**config.mk**
```make
export PLATFORM = sky130hd
export DESIGN_NAME = dma_job_sequencer
export DESIGN_NICKNAME = d
export VERILOG_FILES = /design/src/rtl/dma_seq_pkg.sv /design/src/rtl/dma_job_fifo.sv /design/src/rtl/dma_job_sequencer.sv
export SDC_FILE = /design/constraint.sdc
export NUM_CORES = 1
export LEC_CHECK = 0
export BUFFER_PORTS_ARGS = -buffer_cell sky130_fd_sc_hd__buf_2
export CAP_MARGIN = 25
export CORE_MARGIN = 3
export CORE_UTILIZATION = 59
export CTS_BUF_LIST = sky130_fd_sc_hd__clkbuf_16
export CTS_CLUSTER_DIAMETER = 30
export DETAILED_ROUTE_END_ITERATION = 6
export PLACE_DENSITY = 0.75
export SETUP_SLACK_MARGIN = 0.05
export SLEW_MARGIN = 20
export SYNTH_ARGS = -nofsm -noshare
export SYNTH_HDL_FRONTEND = slang
export SYNTH_HIERARCHICAL = 1
export SYNTH_SLANG_ARGS = --single-unit
export TNS_END_PERCENT = 50
```
**constraint.sdc**
```tcl
create_clock -name clk -period 10.9 [get_ports clk]
set_clock_uncertainty 0.15 [all_clocks]
set_input_delay 1.635 -clock clk [delete_from_list [all_inputs] [get_ports clk]]
set_output_delay 1.635 -clock clk [all_outputs]
set_load 0.03 [all_outputs]
```
**src/rtl/dma_seq_pkg.sv**
```systemverilog
// dma_seq_pkg
//   Shared types and constants for the DMA job sequencer.
//   - state_t      : issue state machine encoding
//   - ST_*         : completion status codes returned with each job
//   - DIR_*        : shim transfer direction encoding
//   - JOB_ADDR_W / JOB_LEN_W / job_width() : packed job record {id,len,dst,src}
package dma_seq_pkg;

  typedef enum logic [2:0] {
    IDLE,
    CHECK,
    MM2S_ISSUE,
    MM2S_WAIT,
    S2MM_ISSUE,
    S2MM_WAIT,
    CMPL
  } state_t;

  localparam logic [1:0] ST_OK      = 2'b00;
  localparam logic [1:0] ST_TIMEOUT = 2'b01;
  localparam logic [1:0] ST_REJECT  = 2'b10;

  localparam logic DIR_MM2S = 1'b1;
  localparam logic DIR_S2MM = 1'b0;

  localparam int JOB_ADDR_W = 32;
  localparam int JOB_LEN_W  = 30;

  // Width of one packed job record {id, len, dst, src}.
  function automatic int job_width(input int id_w);
    return id_w + JOB_LEN_W + 2 * JOB_ADDR_W;
  endfunction

endpackage

```
**src/rtl/dma_job_fifo.sv**
```systemverilog
// dma_job_fifo
//   Synchronous FIFO with power-of-two depth. Holds packed job records.
//   Ports:
//     clk, reset      : clock, synchronous active-high reset (empties FIFO)
//     push, wdata     : write request and record
//     pop, rdata      : read request; rdata shows the head entry (show-ahead)
//     full, empty     : occupancy flags
//     count           : current occupancy, 0..DEPTH
//   A push together with a pop is accepted even when full.
module dma_job_fifo #(
  parameter int DEPTH = 4,
  parameter int WIDTH = 32
) (
  input  logic                     clk,
  input  logic                     reset,
  input  logic                     push,
  input  logic [WIDTH-1:0]         wdata,
  input  logic                     pop,
  output logic [WIDTH-1:0]         rdata,
  output logic                     full,
  output logic                     empty,
  output logic [$clog2(DEPTH):0]   count
);

  localparam int AW = $clog2(DEPTH);
  localparam logic [AW:0] PTR_ONE = 1;

  logic [WIDTH-1:0] mem [DEPTH];
  logic [AW:0]      wptr;
  logic [AW:0]      rptr;
  logic             do_push;
  logic             do_pop;

  assign do_pop  = pop && !empty;
  assign do_push = push && (!full || do_pop);

  // Storage is data only; it needs no reset.
  always_ff @(posedge clk) begin
    if (do_push) mem[wptr[AW-1:0]] <= wdata;
  end

  always_ff @(posedge clk) begin
    if (reset) begin
      wptr <= '0;
      rptr <= '0;
    end else begin
      if (do_push) wptr <= wptr + PTR_ONE;
      if (do_pop)  rptr <= rptr + PTR_ONE;
    end
  end

  // Extra pointer MSB distinguishes full from empty when the indices match.
  assign empty = (wptr == rptr);
  assign full  = (wptr[AW] != rptr[AW]) && (wptr[AW-1:0] == rptr[AW-1:0]);
  assign count = wptr - rptr;
  assign rdata = mem[rptr[AW-1:0]];

endmodule

```
**src/rtl/dma_job_sequencer.sv**
```systemverilog
// dma_job_sequencer
//   Queues memory-to-memory copy jobs and runs each one through the AXI DMA
//   shim as an MM2S transfer followed by an S2MM transfer, then returns one
//   completion record (id, status) per job in acceptance order.
//   Ports:
//     clk, reset                       : clock, synchronous active-high reset
//     job_valid/job_ready, job_*       : job input handshake and fields
//     cmp_valid/cmp_ready, cmp_id/status: completion record handshake
//     dma_start_transfer, dma_direction,
//     dma_ddr_addr, dma_length_bytes   : command to the shim (pulse + held fields)
//     dma_transfer_done                : shim done level, sticky until next start
//     busy, jobs_pending               : FSM not idle, FIFO occupancy
//   Optional build macro DMA_SEQ_TIMEOUT_EN adds a per-phase watchdog of
//   TIMEOUT_CYCLES wait cycles that completes the job with ST_TIMEOUT.
module dma_job_sequencer
  import dma_seq_pkg::*;
#(
  parameter int JOB_DEPTH      = 4,
  parameter int ID_WIDTH       = 8,
  parameter int TIMEOUT_CYCLES = 1000000
) (
  input  logic                          clk,
  input  logic                          reset,
  input  logic                          job_valid,
  output logic                          job_ready,
  input  logic [31:0]                   job_src_addr,
  input  logic [31:0]                   job_dst_addr,
  input  logic [29:0]                   job_length,
  input  logic [ID_WIDTH-1:0]           job_id,
  output logic                          cmp_valid,
  input  logic                          cmp_ready,
  output logic [ID_WIDTH-1:0]           cmp_id,
  output logic [1:0]                    cmp_status,
  output logic                          dma_start_transfer,
  output logic                          dma_direction,
  output logic [31:0]                   dma_ddr_addr,
  output logic [29:0]                   dma_length_bytes,
  input  logic                          dma_transfer_done,
  output logic                          busy,
  output logic [$clog2(JOB_DEPTH):0]    jobs_pending
);

  localparam int JOB_W = job_width(ID_WIDTH);

  logic [JOB_W-1:0]      fifo_wdata;
  logic [JOB_W-1:0]      fifo_rdata;
  logic                  fifo_full;
  logic                  fifo_empty;
  logic                  fifo_pop;

  logic [JOB_ADDR_W-1:0] cur_src;
  logic [JOB_ADDR_W-1:0] cur_dst;
  logic [JOB_LEN_W-1:0]  cur_len;
  logic [ID_WIDTH-1:0]   cur_id;

  state_t                state;
  state_t                state_nx;
  logic                  load_cmp;
  logic                  load_mm2s;
  logic                  load_s2mm;
  logic [1:0]            status_nx;

  logic                  done_d;
  logic                  done_rise;
  logic                  timeout;

  assign job_ready  = !fifo_full;
  assign fifo_wdata = {job_id, job_length, job_dst_addr, job_src_addr};

  dma_job_fifo #(
    .DEPTH (JOB_DEPTH),
    .WIDTH (JOB_W)
  ) u_fifo (
    .clk   (clk),
    .reset (reset),
    .push  (job_valid && job_ready),
    .wdata (fifo_wdata),
    .pop   (fifo_pop),
    .rdata (fifo_rdata),
    .full  (fifo_full),
    .empty (fifo_empty),
    .count (jobs_pending)
  );

  // Job being worked on; pure data, loaded on pop.
  always_ff @(posedge clk) begin
    if (fifo_pop) {cur_id, cur_len, cur_dst, cur_src} <= fifo_rdata;
  end

  // The shim's done level stays high from the previous transfer until the
  // next start, so only a rising edge counts as completion.
  always_ff @(posedge clk) begin
    done_d <= dma_transfer_done;
  end
  assign done_rise = dma_transfer_done && !done_d;

`ifdef DMA_SEQ_TIMEOUT_EN
  logic [31:0] wait_cnt;

  // Cleared in the ISSUE cycle so it reads 0 on the first WAIT cycle;
  // fires on the TIMEOUT_CYCLES-th WAIT cycle.
  always_ff @(posedge clk) begin
    if (reset) begin
      wait_cnt <= '0;
    end else if (state == MM2S_ISSUE || state == S2MM_ISSUE) begin
      wait_cnt <= '0;
    end else if (state == MM2S_WAIT || state == S2MM_WAIT) begin
      wait_cnt <= wait_cnt + 32'd1;
    end
  end
  assign timeout = (wait_cnt == 32'(TIMEOUT_CYCLES - 1));
`else
  logic unused_timeout_cfg;
  assign unused_timeout_cfg = ^TIMEOUT_CYCLES;
  assign timeout            = 1'b0;
`endif

  always_comb begin
    state_nx  = state;
    fifo_pop  = 1'b0;
    load_cmp  = 1'b0;
    load_mm2s = 1'b0;
    load_s2mm = 1'b0;
    status_nx = ST_OK;
    unique case (state)
      IDLE: begin
        if (!fifo_empty) begin
          fifo_pop = 1'b1;
          state_nx = CHECK;
        end
      end
      CHECK: begin
        if (cur_len == '0) begin
          state_nx  = CMPL;
          load_cmp  = 1'b1;
          status_nx = ST_REJECT;
        end else begin
          state_nx  = MM2S_ISSUE;
          load_mm2s = 1'b1;
        end
      end
      MM2S_ISSUE: state_nx = MM2S_WAIT;
      MM2S_WAIT: begin
        if (done_rise) begin
          state_nx  = S2MM_ISSUE;
          load_s2mm = 1'b1;
        end else if (timeout) begin
          state_nx  = CMPL;
          load_cmp  = 1'b1;
          status_nx = ST_TIMEOUT;
        end
      end
      S2MM_ISSUE: state_nx = S2MM_WAIT;
      S2MM_WAIT: begin
        if (done_rise) begin
          state_nx  = CMPL;
          load_cmp  = 1'b1;
          status_nx = ST_OK;
        end else if (timeout) begin
          state_nx  = CMPL;
          load_cmp  = 1'b1;
          status_nx = ST_TIMEOUT;
        end
      end
      CMPL: begin
        if (cmp_ready) state_nx = IDLE;
      end
      default: state_nx = IDLE;
    endcase
  end

  // Shim command fields are loaded on entry to each ISSUE state and held
  // until the next one.
  always_ff @(posedge clk) begin
    if (reset) begin
      state            <= IDLE;
      cmp_id           <= '0;
      cmp_status       <= ST_OK;
      dma_direction    <= DIR_S2MM;
      dma_ddr_addr     <= '0;
      dma_length_bytes <= '0;
    end else begin
      state <= state_nx;
      if (load_cmp) begin
        cmp_id     <= cur_id;
        cmp_status <= status_nx;
      end
      if (load_mm2s) begin
        dma_direction    <= DIR_MM2S;
        dma_ddr_addr     <= cur_src;
        dma_length_bytes <= cur_len;
      end
      if (load_s2mm) begin
        dma_direction    <= DIR_S2MM;
        dma_ddr_addr     <= cur_dst;
        dma_length_bytes <= cur_len;
      end
    end
  end

  assign dma_start_transfer = (state == MM2S_ISSUE) || (state == S2MM_ISSUE);
  assign cmp_valid          = (state == CMPL);
  assign busy               = (state != IDLE);

endmodule

```
## After elaboration in Yosys (flattened, before gate mapping)

Memories as Yosys holds them, arrays and structs flattened. A register that Yosys moved wholly into a read port is not among the register bits.
Cells that the tools add are included.

| word-level totals | value |
|---|---|
| bits in registers | 83 |
| bits in writable memories | 408 |
| output and inout port bits | 80 |
| memories kept | 1 |

Memory list:

| name | words | width | rd ports | clocked after memory_dff | write ports | line | RTL |
|---|---|---|---|---|---|---|---|
| u_fifo.mem | 4 | 102 | 1 | 1 | 1 | dma_job_fifo.sv:28 | `logic [WIDTH-1:0] mem [DEPTH];` |

| operators by class | value |
|---|---|
| add/subtract/negate cells | 3 |
| eq/ne operators | 13 |
| mux-type cells | 22 |
| reductions and logical operators | 16 |

Operators by type and width:

| kind | number |
|---|---|
| $mux 32 | 2 |
| $mux 30 | 2 |
| $logic_not 30->1 | 1 |
| $pmux 3 s7 | 1 |
| $mux 3 | 5 |
| $eq 3x3->1 const B | 3 |
| $mux 1 | 9 |
| $add 3x1->3 const B | 2 |
| $eq 3x2->1 const B | 2 |
| $ne 2x2->1 const B | 3 |
| $logic_and 1x1->1 | 5 |
| $mux 2 | 2 |
| $reduce_and 4->1 | 1 |
| $eq 3x1->1 const B | 1 |
| $eq 3x3->1 | 1 |
| $logic_not 1->1 | 3 |
| $logic_not 3->1 | 1 |
| $reduce_bool 3->1 | 1 |
| $sub 3x3->3 | 1 |
| $eq 2x2->1 | 1 |
| $logic_or 1x1->1 | 2 |
| $ne 2x1->1 const B | 1 |
| $pmux 1 s2 | 1 |
| $reduce_bool 2->1 | 1 |
| other kinds (2) | 2 |

## Depth between registers and ports, before layout

| logic depth | value |
|---|---|
| depth after elaboration | 8 |
| mapped depth | 7 |

## Modules after synthesis

Netlist, hierarchy kept.

By module, submodules not included:

| module | instances | cells an instance | area each (sq um) |
|---|---|---|---|
| dma_job_fifo | 1 | 587 | 15,192.1 |
| dma_job_sequencer | 1 | 668 | 7,712.4 |

## Worst setup path before layout

No wires, ideal clock.

| timing path | value |
|---|---|
| path type | reg2reg |
| from | register u_fifo.wptr[0] |
| to | memory u_fifo/mem[0][0] (netlist name) (enable) |
| library setup time | 473 ps |
| data arrival time | 8,425 ps |
| required time | 10,277 ps |
| path slack | 1,853 ps |
| cell stages (with the launch flop) | 8 |
| buffers on the path | 0 |
| period minus slack after synthesis | 9,047 ps |
| path through | dfxtp_1 -> inv_1 -> ha_1 -> nand2_1 -> nor2_1 -> nor2_1 -> o31a_1 -> and2_1 |

| between the ends | value |
|---|---|
| cells in the longest elaborated chain, start to end | 8 |
| elaborated cells on any way between the ends | 13 |
| those cells by class | 2 x eq/ne; 4 x mux; 7 x reduce/logical |

RTL lines:

| what | line | RTL |
|---|---|---|
| start, declared | dma_job_fifo.sv:29 | `logic [AW:0] wptr;` |
| start signal, assigned | dma_job_fifo.sv:47 | `if (do_push) wptr <= wptr + PTR_ONE;` |
| $eq 3x3->1 | dma_job_fifo.sv:53 | `assign empty = (wptr == rptr);` |
| via fifo_empty | dma_job_sequencer.sv:48 | `logic fifo_empty;` |
| $mux 1 | dma_job_sequencer.sv:127 | `if (!fifo_empty) begin` |
| $mux 1 | dma_job_sequencer.sv:125 | `unique case (state)` |
| via fifo_pop | dma_job_sequencer.sv:49 | `logic fifo_pop;` |
| $logic_and 1x1->1 | dma_job_fifo.sv:34 | `assign do_pop = pop && !empty;` |
| $logic_or 1x1->1 | dma_job_fifo.sv:35 | `assign do_push = push && (!full \|\| do_pop);` |
| $logic_and 1x1->1 | dma_job_fifo.sv:35 |  |
| $mux 1 | dma_job_fifo.sv:39 | `if (do_push) mem[wptr[AW-1:0]] <= wdata;` |
| $mux 1 (not written as such) | dma_job_fifo.sv:39 |  |
| end, declared | dma_job_fifo.sv:28 |  |

The timed path passes the listed nets, and every way through them passes these cells.

## Final worst setup path

| timing path | value |
|---|---|
| from | register u_fifo.wptr[0] |
| to | memory u_fifo/mem[2][54] (netlist name) (enable) |

Same word-level chain as after synthesis.

==> metrics <==
vias 12745; Worst path max stage delay 0.89 ns; DRC viols 0; Port Buffers 185; RSZ-0062 raised after global routing false; FFs w/ async S/R, synth 0%; Yosys Warn Count 6; worst-margin pin slew 1.11 ns; commonest non-fill, non-tap cell in the layout edfxtp_1; wire per inst 25.0 um; max-slew violation count 0; post-layout min period 3.97 ns; Top Ports 187; Pleak 9.58 nW; H-Tree Depth 3; most frequent cells in the layout 510 x edfxtp_1, 185 x buf_2, 104 x clkbuf_16; status completed; vias in the first global route 13461; clk sinks 594; layout cells sized above 1 32.7%; crit path cell chain inv_1 > ha_1 > nand2_1 > nor2_1 > nor2_4 > o31a_1 > and2_4 > buf_4; GP Congestion 0.725; worst path required time 10.99 ns; Area growth syn-to-layout 21.9%; Total Routing Usage GR 25.5%; final wirelength 52200 um; initial antenna violation count 8; Syn Area/Cell 18.3 sq um; Final period util 36.5%; final hold violations 0; Final Worst Setup Slack 6.93 ns; Initial Util 60.4%; Hold-fix buffers, CTS 0; worst skew pair latency 0.63 ns; # resized after CTS 0; CTS tree done; dpl hpwl 27300 um; drt initial violations 1160; Cell Area, Synth 22900 sq um; area of the core 37900 sq um; clock slew at reported path FFs 0.05 ns; CP Data Arrival Time 4.06 ns; first-pass GRT wire length 79800 um; remaining antenna violation count 0; Slowest cell on crit path buf_4; GRT overflow 0; FMAX 252 MHz; Post-synth EDFFs 510; Seq cells post-synth 594; Pwr per Cell Area 284 nW/um^2; Fin Setup TNS 0 ns; CTS buffer count 104; Die X 203 um; Die Area 41200 sq um; register area share after synthesis 74.2%; fillcell total 2168; clk buf depth 3; Chip Height 203 um; Syn Inst Count 1255; Final Setup Violations 0; startpoint types flop; Rows 71; root buffer cell clkbuf_16; Max VDD drop 0.000191 V; critical path peak fanout 65; dominant synthesized flop cell edfxtp_1; synth unique cells 56; vias per cell 6.11; Nets 1593; largest net degree at the start of global routing 100; drt pass-1 iters 5; syn nets 1370; relative slew slack 26.1%; Worst Hold Class flop to flop; Worst setup EP type flop; worst slack at placement 6.48 ns; max_cap viols 0; post-CTS setup buffers 0; CP Class flop to flop
[cell type report]
cell class	instances	area, sq um	area share [%]
antenna	4	10.0	0.0359
clock buffer	104	2600	9.32
clock inverter	94	1100	3.94
inverter	13	48.8	0.175
multi-input combinational	564	5430	19.4
sequential	594	17000	60.9
tap	511	639	2.29
timing repair buffer	201	1090	3.90
[final timing paths]
check | startpoint | endpoint | slack, ns | depth (start not counted)
max | u_fifo/wptr[0] | u_fifo/mem[2][54] | 6.93 | 8
min | dma_direction | dma_direction | 0.31 | 2
min reg2reg | dma_direction | dma_direction | 0.31 | 2
max reg2reg | u_fifo/wptr[0] | u_fifo/mem[2][54] | 6.93 | 8
[flip-flops by register name (all words and copies together) (netlist names), named ones only]
name / flops
u_fifo/wptr: 3
dma_length_bytes: 30
u_fifo/rptr: 3
cur_len: 30
dma_ddr_addr: 32
cur_dst: 32
cur_id: 8
cmp_status: 1
cmp_id: 8
dma_direction: 1
u_fifo/mem: 408
state: 3
done_d: 1
cur_src: 32
[per-stage QoR]
step,hold WS [ns],utilization [%],instance area [sq um],cells,total power [mW]
after floorplan,0.369,-,22900,1255,4.19
after global placement,0.299,63.7,24100,1881,4.54
after detailed placement,0.301,63.7,24100,1881,4.58
after CTS,0.310,73.4,27900,2079,7.97
after global routing,0.330,73.6,27900,2083,8.22
final,0.309,73.6,27900,2085,7.94
[power by group]
part	switching [mW]	internal, mW	total (mW)
Sequential	0.228	2.98	3.21
Combinational	0.874	0.515	1.39
Clock	1.16	2.19	3.35
[critical path, delay by kind of cell (launching register included)]
kind | cells | cell delay [ns]
AO/OA/AOI/OAI | 1 | 0.33
AND/OR/NAND/NOR | 4 | 1.28
flip-flops | 1 | 0.40
buffers and inverters | 2 | 1.02
adder cells (fa/ha/maj) | 1 | 0.33
[cell families (layout without fill, tap and decap cells)]
group / count (synthesis) / in the layout / synth area share [%]
mux: 145 / 145 / 11.9
xor+xnor: 4 / 4 / 0.153
simple gates: 251 / 251 / 5.60
fa+ha+maj: 8 / 8 / 0.470
flops: 594 / 594 / 74.2
buf+inv: 97 / 412 / 2.35
other cells: 1 / 5 / 0.0164
compound gates: 155 / 155 / 5.26
[synth_stat cells, drive strengths merged, types with 4 or more instances]
master	count	area, sq um
a211oi	33	248
a21oi	4	20.0
a311o	30	300
a311oi	32	280
and2	6	40.0
and3	9	56.3
buf	54	378
clkbuf	30	113
dfxtp	84	1680
edfxtp	510	15300
ha	7	87.6
inv	13	48.8
mux2	4	48.8
mux2i	39	390
mux4	102	2300
nand2	77	289
nand3	9	45.0
nand4	4	37.5
nor2	74	283
nor2b	43	269
nor4	7	87.6
o211ai	10	75.1
o21ai	32	160
o31ai	4	35.0
or4	14	105
[metal layers]
layer,share of wire [%],up-vias,track usage (%)
li1,-,5534,-
met1,39,6476,34.1
met2,51,617,41.8
met3,7.8,110,6.08
met4,2.4,8,8.95
met5,0.094,-,0
Power figures use the tool's default switching activity.
